### src/rtl/mux4_rr_sched_pkg.sv
// Shared definitions for the 4:1 round-robin flit scheduler.
//   NUM_REQ    - number of requesters sharing the output port
//   SEL_W      - width of the mux select / requester index
//   DEF_DATA_W - default flit width
//   state_t    - scheduler state (IDLE arbitrates, LOCK holds the port for a packet)
package mux4_rr_sched_pkg;

   localparam int NUM_REQ    = 4;
   localparam int SEL_W      = 2;
   localparam int DEF_DATA_W = 16;

   typedef enum logic {
      ST_IDLE = 1'b0,
      ST_LOCK = 1'b1
   } state_t;

endpackage

### src/rtl/mux4_rr_sched_pick.sv
// rr_pick4: combinational 4-way rotating priority encoder.
//   req - request vector
//   ptr - requester with highest priority this cycle
//   any - at least one request is present
//   idx - first requesting index scanning ptr, ptr+1, ... modulo 4;
//         equals ptr when nothing is requesting
module rr_pick4
   import mux4_rr_sched_pkg::*;
(
   input  logic [NUM_REQ-1:0] req,
   input  logic [SEL_W-1:0]   ptr,
   output logic               any,
   output logic [SEL_W-1:0]   idx
);

   logic [SEL_W-1:0] cand;

   assign any = |req;

   // Scan from the farthest offset back towards ptr so the closest
   // requester (lowest rotated offset) is the last one to overwrite idx.
   always_comb begin
      idx  = ptr;
      cand = '0;
      for (int k = NUM_REQ - 1; k >= 0; k--) begin
         cand = ptr + SEL_W'(k);
         if (req[cand]) begin
            idx = cand;
         end
      end
   end

endmodule

### src/rtl/mux4to1.sv
// Single-bit 4:1 mux cell used as one slice of the flit datapath.
//   sel - select index (0..3)
//   d   - the four candidate bits, d[i] is requester i
//   y   - selected bit
module mux4to1 (
   input  logic [1:0] sel,
   input  logic [3:0] d,
   output logic       y
);

   assign y = d[sel];

endmodule

### src/rtl/mux4_rr_sched.sv
// Round-robin scheduler for a 4:1 flit mux with optional packet locking
// and a one-entry registered output slot.
//   clk, rst_n          - clock, asynchronous active-low reset
//   req, in_last        - per-requester flit valid / tail marker
//   in_data_0..3        - per-requester flit
//   gnt                 - one-hot accept; transfer when req[i] & gnt[i]
//   sel                 - current winner, drives the mux4to1 slice selects
//   out_valid/data/last - output slot contents
//   out_ready           - downstream accepts the slot this cycle
//   busy                - a packet currently owns the port
module mux4_rr_sched
   import mux4_rr_sched_pkg::*;
#(
   parameter int DATA_W   = DEF_DATA_W,
   parameter bit LOCK_PKT = 1'b1
) (
   input  logic                 clk,
   input  logic                 rst_n,
   input  logic [NUM_REQ-1:0]   req,
   input  logic [DATA_W-1:0]    in_data_0,
   input  logic [DATA_W-1:0]    in_data_1,
   input  logic [DATA_W-1:0]    in_data_2,
   input  logic [DATA_W-1:0]    in_data_3,
   input  logic [NUM_REQ-1:0]   in_last,
   output logic [NUM_REQ-1:0]   gnt,
   output logic [SEL_W-1:0]     sel,
   output logic                 out_valid,
   output logic [DATA_W-1:0]    out_data,
   output logic                 out_last,
   input  logic                 out_ready,
   output logic                 busy
);

   state_t             state, state_nxt;
   logic [SEL_W-1:0]   ptr, ptr_nxt;
   logic [SEL_W-1:0]   owner, owner_nxt;
   logic               pick_any;
   logic [SEL_W-1:0]   pick_idx;
   logic [SEL_W-1:0]   winner;
   logic               can_acc;
   logic               xfer;
   logic [DATA_W-1:0]  mux_data;
   logic               mux_last;

   rr_pick4 u_pick (
      .req (req),
      .ptr (ptr),
      .any (pick_any),
      .idx (pick_idx)
   );

   // The slot can take a new flit when empty or when it drains this cycle.
   assign can_acc = !out_valid || out_ready;

   // Bit-sliced datapath: one mux cell per data bit plus one for the tail marker.
   for (genvar b = 0; b < DATA_W; b++) begin : g_bit
      mux4to1 u_mux (
         .sel (sel),
         .d   ({in_data_3[b], in_data_2[b], in_data_1[b], in_data_0[b]}),
         .y   (mux_data[b])
      );
   end

   mux4to1 u_mux_last (
      .sel (sel),
      .d   (in_last),
      .y   (mux_last)
   );

   // Grant and next-state logic. Grants are forced off while reset is held
   // so an upstream requester cannot see an accept it would never complete.
   // In LOCK only the owner may be granted, even when it is not requesting.
   always_comb begin
      winner    = pick_idx;
      gnt       = '0;
      state_nxt = state;
      ptr_nxt   = ptr;
      owner_nxt = owner;
      if (state == ST_LOCK) begin
         winner = owner;
      end
      if (rst_n && can_acc) begin
         if (state == ST_IDLE) begin
            if (pick_any) begin
               gnt[winner] = 1'b1;
            end
         end else begin
            gnt[owner] = req[owner];
         end
      end
      xfer = |(req & gnt);
      if (xfer) begin
         if (state == ST_IDLE) begin
            ptr_nxt = winner + SEL_W'(1);
            if (LOCK_PKT && !in_last[winner]) begin
               state_nxt = ST_LOCK;
               owner_nxt = winner;
            end
         end else if (in_last[owner]) begin
            state_nxt = ST_IDLE;
         end
      end
   end

   assign sel  = winner;
   assign busy = (state == ST_LOCK);

   // Arbitration state registers.
   always_ff @(posedge clk or negedge rst_n) begin
      if (!rst_n) begin
         state <= ST_IDLE;
         ptr   <= '0;
         owner <= '0;
      end else begin
         state <= state_nxt;
         ptr   <= ptr_nxt;
         owner <= owner_nxt;
      end
   end

   // Output slot: load on transfer, empty on drain, otherwise hold.
   always_ff @(posedge clk or negedge rst_n) begin
      if (!rst_n) begin
         out_valid <= 1'b0;
         out_data  <= '0;
         out_last  <= 1'b0;
      end else if (xfer) begin
         out_valid <= 1'b1;
         out_data  <= mux_data;
         out_last  <= mux_last;
      end else if (out_ready) begin
         out_valid <= 1'b0;
      end
   end

endmodule

### config.mk
export PLATFORM = sky130hd
export DESIGN_NAME = mux4_rr_sched
export DESIGN_NICKNAME = d
export VERILOG_FILES = /design/src/rtl/mux4_rr_sched_pkg.sv /design/src/rtl/mux4_rr_sched_pick.sv /design/src/rtl/mux4to1.sv /design/src/rtl/mux4_rr_sched.sv
export SDC_FILE = /design/constraint.sdc
export NUM_CORES = 1
export LEC_CHECK = 0
export ABC_CLOCK_PERIOD_IN_PS = 4350
export BUFFER_PORTS_ARGS = -buffer_cell sky130_fd_sc_hd__buf_2
export CAP_MARGIN = 10
export CORE_MARGIN = 2
export CORE_UTILIZATION = 35
export DETAILED_ROUTE_END_ITERATION = 7
export PLACE_DENSITY_LB_ADDON = 0.15
export SLEW_MARGIN = 20
export SYNTH_ARGS = -nofsm -noshare
export SYNTH_HDL_FRONTEND = slang
export SYNTH_SLANG_ARGS = --single-unit
### constraint.sdc
create_clock -name clk -period 4.35 [get_ports clk]
set_input_delay 1.0875 -clock clk [delete_from_list [all_inputs] [get_ports clk]]
set_output_delay 1.0875 -clock clk [all_outputs]
set_load 0.05 [all_outputs]
Yosys cells after proc, flatten, opt, wreduce, memory -nomap -nowiden
Cells that the tools add are included.
Word-level totals
  bits in read-only memories: 0
  memories: 0
  input bits: 75
  bits in writable memories: 0
  bits in latches: 0
  register bits: 23
Cells by class
  bitwise operators: 4
  eq/ne operators: 0
  shifts and indexed selects: 0
  magnitude comparators: 8
  multiplexer cells: 63
  reduce and logical (&&, ||, !) cells: 10
  divide/modulo/power cells: 0
  $mul: 0
  $add $sub $neg: 4
Operators by type and width (number)
  $bmux 1 s2: 23
  $mux 1: 30
  $lt 2x3->1 const B: 6
  $mux 4: 3
  $mux 2: 5
  $and 4x4->4: 2
  $reduce_or 4->1: 2
  $add 2x1->2 const B: 2
  $add 2x2->2 const B: 2
  $demux 1 s2: 2
  $ge 2x1->1 const B: 2
  $logic_and 1x1->1: 3
  $reduce_and 3->1: 1
  $not 1->1: 2
  $reduce_and 2->1: 1
  $reduce_bool 2->1: 1
  $logic_not 1->1: 1
  $logic_or 1x1->1: 1

Depth between registers and ports, before layout
  depth in word-level cells: 18
  mapped depth: 10
  depth with buffers taken out: 9

By module
A second synthesis with hierarchy kept.
Unflattened totals
  cell total of the unflattened synthesis: 124
  area, all modules: 1686.6 um^2
Modules (own cells, without submodules)
  mux4_rr_sched: area each 1203.7 um^2, sequential area each 575.6 um^2, times used 1, cells an instance 91
  mux4to1: area each 22.5 um^2, sequential area each 0.0 um^2, times used 17, cells an instance 1
  rr_pick4: area each 100.1 um^2, sequential area each 0.0 um^2, times used 1, cells an instance 16

Least setup slack after synthesis
Ideal clock, no wire load.
  kind: input -> output
  from: input out_ready
  to: output gnt[2]
  arrival time: 2.593 ns
  buffers on the path: 0
  cell stages on the path: 3
  slack: 0.669 ns
  cells stage by stage: nand2b_1 > nand2_1 > o32ai_1
On the way
  word-level cells in the longest chain between the ends: 3
RTL lines
  start: declaration: RTL line mux4_rr_sched.sv:30  | input logic out_ready,
  $logic_or 1x1->1: RTL line mux4_rr_sched.sv:53  | assign can_acc = !out_valid || out_ready;
  $logic_and 1x1->1: RTL line mux4_rr_sched.sv:82  | if (rst_n && can_acc) begin
  $mux 4: RTL line mux4_rr_sched.sv:82
  end: declaration: RTL line mux4_rr_sched.sv:25  | output logic [NUM_REQ-1:0] gnt,
Every way passes these cells.

Worst setup path after layout
  from: input req[2]
  to: output gnt[0]
On the way
  word-level cells in the longest chain between the ends: 14
  elaborated cells on any way between the ends: 25
  classes of those cells: 2 x order compare; 20 x mux; 1 x bitwise; 2 x reduce/logical
RTL lines
  start: declaration: RTL line mux4_rr_sched.sv:19  | input logic [NUM_REQ-1:0] req,
  $bmux 1 s2: RTL line mux4_rr_sched_pick.sv:27  | if (req[cand]) begin
  $mux 1 (not written as such): RTL line mux4_rr_sched_pick.sv:27
  $mux 2 (4 in series): RTL line mux4_rr_sched_pick.sv:27
  $mux 2: RTL line mux4_rr_sched.sv:79  | if (state == ST_LOCK) begin
  $lt 2x3->1 (not written as such) / $ge 2x1->1 (equally long branches): RTL line mux4_rr_sched.sv:85  | gnt[winner] = 1'b1;
  $logic_and 1x1->1 (not written as such): RTL line mux4_rr_sched.sv:85
  $mux 1 (not written as such): RTL line mux4_rr_sched.sv:85
  $demux 1 s2: RTL line mux4_rr_sched.sv:85
  $mux 4: RTL line mux4_rr_sched.sv:84  | if (pick_any) begin
  $mux 4 *: RTL line mux4_rr_sched.sv:83  | if (state == ST_IDLE) begin
  $mux 4 *: RTL line mux4_rr_sched.sv:82
Mark *: on every way between the ends. The rest lies on a longest branch, timed or not. The select of a mux whose other input is x is not followed.

==> summary.md <==
| Metric | Value |
|---|---|
| Count of state elements after synthesis | `23` |
| Fin. max-slew vios | `0` |
| Fmax | `0.264 GHz` |
| Number of nets with antenna violations after routing | `0` |
| Area added between synthesis and finish | `35.5%` |
| Overall routed net length | `4.73 mm` |
| Number of clock buffers inserted by TritonCTS | `3` |
| Most frequent standard cell in the layout excluding fill and tap cells | `sky130_fd_sc_hd__buf_2` |
| Effective utilization at floorplan | `36.1%` |
| Post-CTS Setup Inserts | `0` |
| Die width | `73.3 um` |
| Most frequent cells in the layout | `sky130_fd_sc_hd__buf_2, sky130_fd_sc_hd__nand2_1, sky130_fd_sc_hd__dfrtp_1, sky130_fd_sc_hd__and2_1, sky130_fd_sc_hd__a21o_1` |
| Final net count | `roughly 370` |
| Worst ir drop on vdd | `0.000469 V` |
| I/O pin count | `100` |
| Number of nets in the synthesized netlist | `268` |
| Register area share after synthesis | `between 30% and 40%` |
| Critical Path Start Type | `input port` |
| Number of different library cells in the post-synthesis netlist | `34` |
| Worst slew pin tran | `0.379 ns` |
| DRC violation count after routing | `0` |
| Remaining global-route overflow | `0` |
| Status | `finished clean` |
| Detail-routed net length per standard cell | `13.7 um` |
| Post-layout worst setup margin | `0.560 ns` |
| P_leak | `1.20 nW` |
| Detail Placement HPWL | `between 3 and 4 mm` |
| Detailed-routing iteration count for the pre-antenna-repair pass | `4` |
| Number of input and output port buffers inserted | `99` |
| Later-pin clock latency in the skew report | `around 0.26 ns` |
| Critical path class | `input port to output port` |
| Initial DRC Count | `54` |
| Total clock sinks | `23` |
| Share of final-layout standard cells stronger than drive strength 1 | `40.3%` |
| Capturing element type of the critical path | `output port` |
| Antenna violations before repair | `0` |
| Unrepaired setup endpoints after global routing | `false` |
| Total power after layout | `1.98 mW` |
| Core box area | `between 4000 and 5000 sq um` |
| Pin count of the biggest net entering global routing | `35` |
| Max FO, Critical Path | `5` |
| Count of hold buffers inserted by post-cts repair | `0` |
| Dpl ws | `0.577 ns` |
| Vert. Die Dim | `around 73 um` |
| Post-synthesis cell count | `193` |
| Path category of the worst min-delay check | `flip-flop to flip-flop` |
| Number of warning messages in the yosys log | `0` |
| Clock transition at path regs | `0.08 ns` |
| Die Area | `approximately 5400 sq um` |
| ANT cells | `0` |
| Clock tree from TritonCTS | `yes` |
| # resized after CTS | `0` |
| Via count | `1842` |
| GRT Resource Usage Total | `17.8%` |
| Crit share post-route | `87.1%` |
| Setup slack of the worst register-to-register path | `1.83 ns` |
| Slowest stage cell, crit path | `sky130_fd_sc_hd__a2111o_1` |
| Placement Cell Area | `2230 sq um` |
| Setup clock skew after layout | `0.00303 ns` |
| Time the final worst path needs with I/O delays and setup | `3.79 ns` |
| Endpoint arrival time on the critical path | `2.70 ns` |
| H-tree depth | `1` |
| Sum Neg Setup Slack | `0 ns` |
| Largest incremental delay on the critical path | `0.42 ns` |
| Mapped cell area | `roughly 1700 sq um` |
| First-pass GRT wire length | `7.51 mm` |
| Via count of the first global-routing pass | `1686` |
| Finished Cell Area | `2280 sq um` |
| # rows | `25` |
| Number of setup violations in the final report | `0` |
| Crit-path cells | `buf_2 > nor2b_1 > a2111o_1 > and2_1 > a21oi_1 > and2_1 > buf_2` |
| Number of hold violations in the final report | `0` |
| Worst Path Required | `3.26 ns` |
| Slew headroom | `74.7%` |
| Worst-case clock buffer depth | `2` |
| Total power per unit cell area | `868 nW/um^2` |
| Final GP Congestion | `0.881` |
| CTS Root Cell | `sky130_fd_sc_hd__clkbuf_8` |
| Syn avg cell area | `about 8.7 sq um` |
| Max-cap violation count | `0` |
| Routed vias/inst | `5.35` |
[cell families (layout without fill, tap and decap cells)]
kind of cell    Yosys count  count (layout)  synth area share, %
xor+xnor                  1               1                0.521
simple gates             83              83                 24.8
flops                    23              23                 34.3
mux                       5               5                 4.69
buf+inv                  15             112                 4.02
compound gates           66              66                 31.7
[metrics by stage]
step,utilization (%),std cells,hold WS (ns)
6_report,48.9,344,0.476
3_3_place_gp,47.9,340,0.456
5_1_grt,48.9,344,0.495
2_1_floorplan,-,193,0.531
3_5_place_dp,47.9,340,0.461
4_1_cts,48.9,344,0.481
[worst max-delay path, delay by kind of cell]
kind                   cells  cell delay [ns]
AO/OA/AOI/OAI              2             0.72
AND/OR/NAND/NOR            3             0.51
buffers and inverters      2             0.38
[state kept, by name, summed over array words and instances, names as in the netlist]
name       count
out_data      16
owner          2
ptr            2
busy           1
out_last       1
out_valid      1
[power by group]
| part | switching (mW) | leakage (nW) | internal, mW |
|---|---|---|---|
| clock | 0.0630 | 0.0228 | 0.0652 |
| sequential | 0.0816 | 0.279 | 0.327 |
| combinational | 0.965 | 0.895 | 0.476 |
| total | 1.11 | 1.20 | 0.868 |
[layer usage]
layer,track usage [%],part of all wire [%]
met2,29.7,48
met4,5.25,0.85
met3,3.98,7.4
met1,23.1,43
met5,0,0
[final cells by class]
class                   instances  area, sq um
flip-flops and latches         23          576
multi-input cells             155         1040
inverters                       3         11.3
fillers                       442         2380
repair buffers                105          541
well taps                      54         67.6
clock buffers                   4         45.0
[cells in the mapped netlist]
library cell                n  area share, %
sky130_fd_sc_hd__a221oi_4   1            1.6
sky130_fd_sc_hd__o31ai_1    1           0.45
sky130_fd_sc_hd__mux2_1     2            1.3
sky130_fd_sc_hd__clkbuf_1   7            1.6
sky130_fd_sc_hd__a211oi_1  16            7.1
sky130_fd_sc_hd__buf_4      2           0.89
sky130_fd_sc_hd__nand2b_1   5            1.9
sky130_fd_sc_hd__nor3b_1    1           0.45
sky130_fd_sc_hd__a2111o_1   1           0.67
sky130_fd_sc_hd__o21a_1     1           0.45
sky130_fd_sc_hd__dfrtp_1   23             34
sky130_fd_sc_hd__and2_1    20            7.4
sky130_fd_sc_hd__nor2_1     8            1.8
sky130_fd_sc_hd__mux2_2     1           0.67
sky130_fd_sc_hd__xnor2_1    1           0.52
sky130_fd_sc_hd__a21boi_1   1           0.45
sky130_fd_sc_hd__nor2b_1    2           0.74
sky130_fd_sc_hd__a31o_1     1           0.52
sky130_fd_sc_hd__a21o_1    18            8.0
sky130_fd_sc_hd__inv_1      1           0.22
sky130_fd_sc_hd__buf_2      3           0.89
sky130_fd_sc_hd__inv_2      2           0.45
sky130_fd_sc_hd__mux4_2     2            2.7
sky130_fd_sc_hd__o32ai_1    1           0.52
sky130_fd_sc_hd__nand3b_1   1           0.45
sky130_fd_sc_hd__nand2_1   41            9.2
sky130_fd_sc_hd__nor3_4     2            1.9
sky130_fd_sc_hd__and3_1     1           0.37
sky130_fd_sc_hd__a31oi_1    1           0.37
sky130_fd_sc_hd__a311oi_1  16            8.3
sky130_fd_sc_hd__a21oi_1    6            1.8
sky130_fd_sc_hd__a21boi_4   1            1.1
sky130_fd_sc_hd__nand3_1    2           0.60
sky130_fd_sc_hd__o21ai_1    1           0.30
[worst paths after layout]
kind	from	end	cells past startpoint
max in group asynchronous	rst_n	out_data[4]$_DFFE_PN0P_	2
min reg2reg	out_data[9]$_DFFE_PN0P_	out_data[9]$_DFFE_PN0P_	1
max	req[2]	gnt[0]	7
min	out_data[9]$_DFFE_PN0P_	out_data[9]$_DFFE_PN0P_	1
max reg2reg	ptr[0]$_DFFE_PN0P_	owner[1]$_DFFE_PN0P_	7
min in group asynchronous	rst_n	out_data[6]$_DFFE_PN0P_	2
Note: power is estimated with default switching activity, not from simulation.
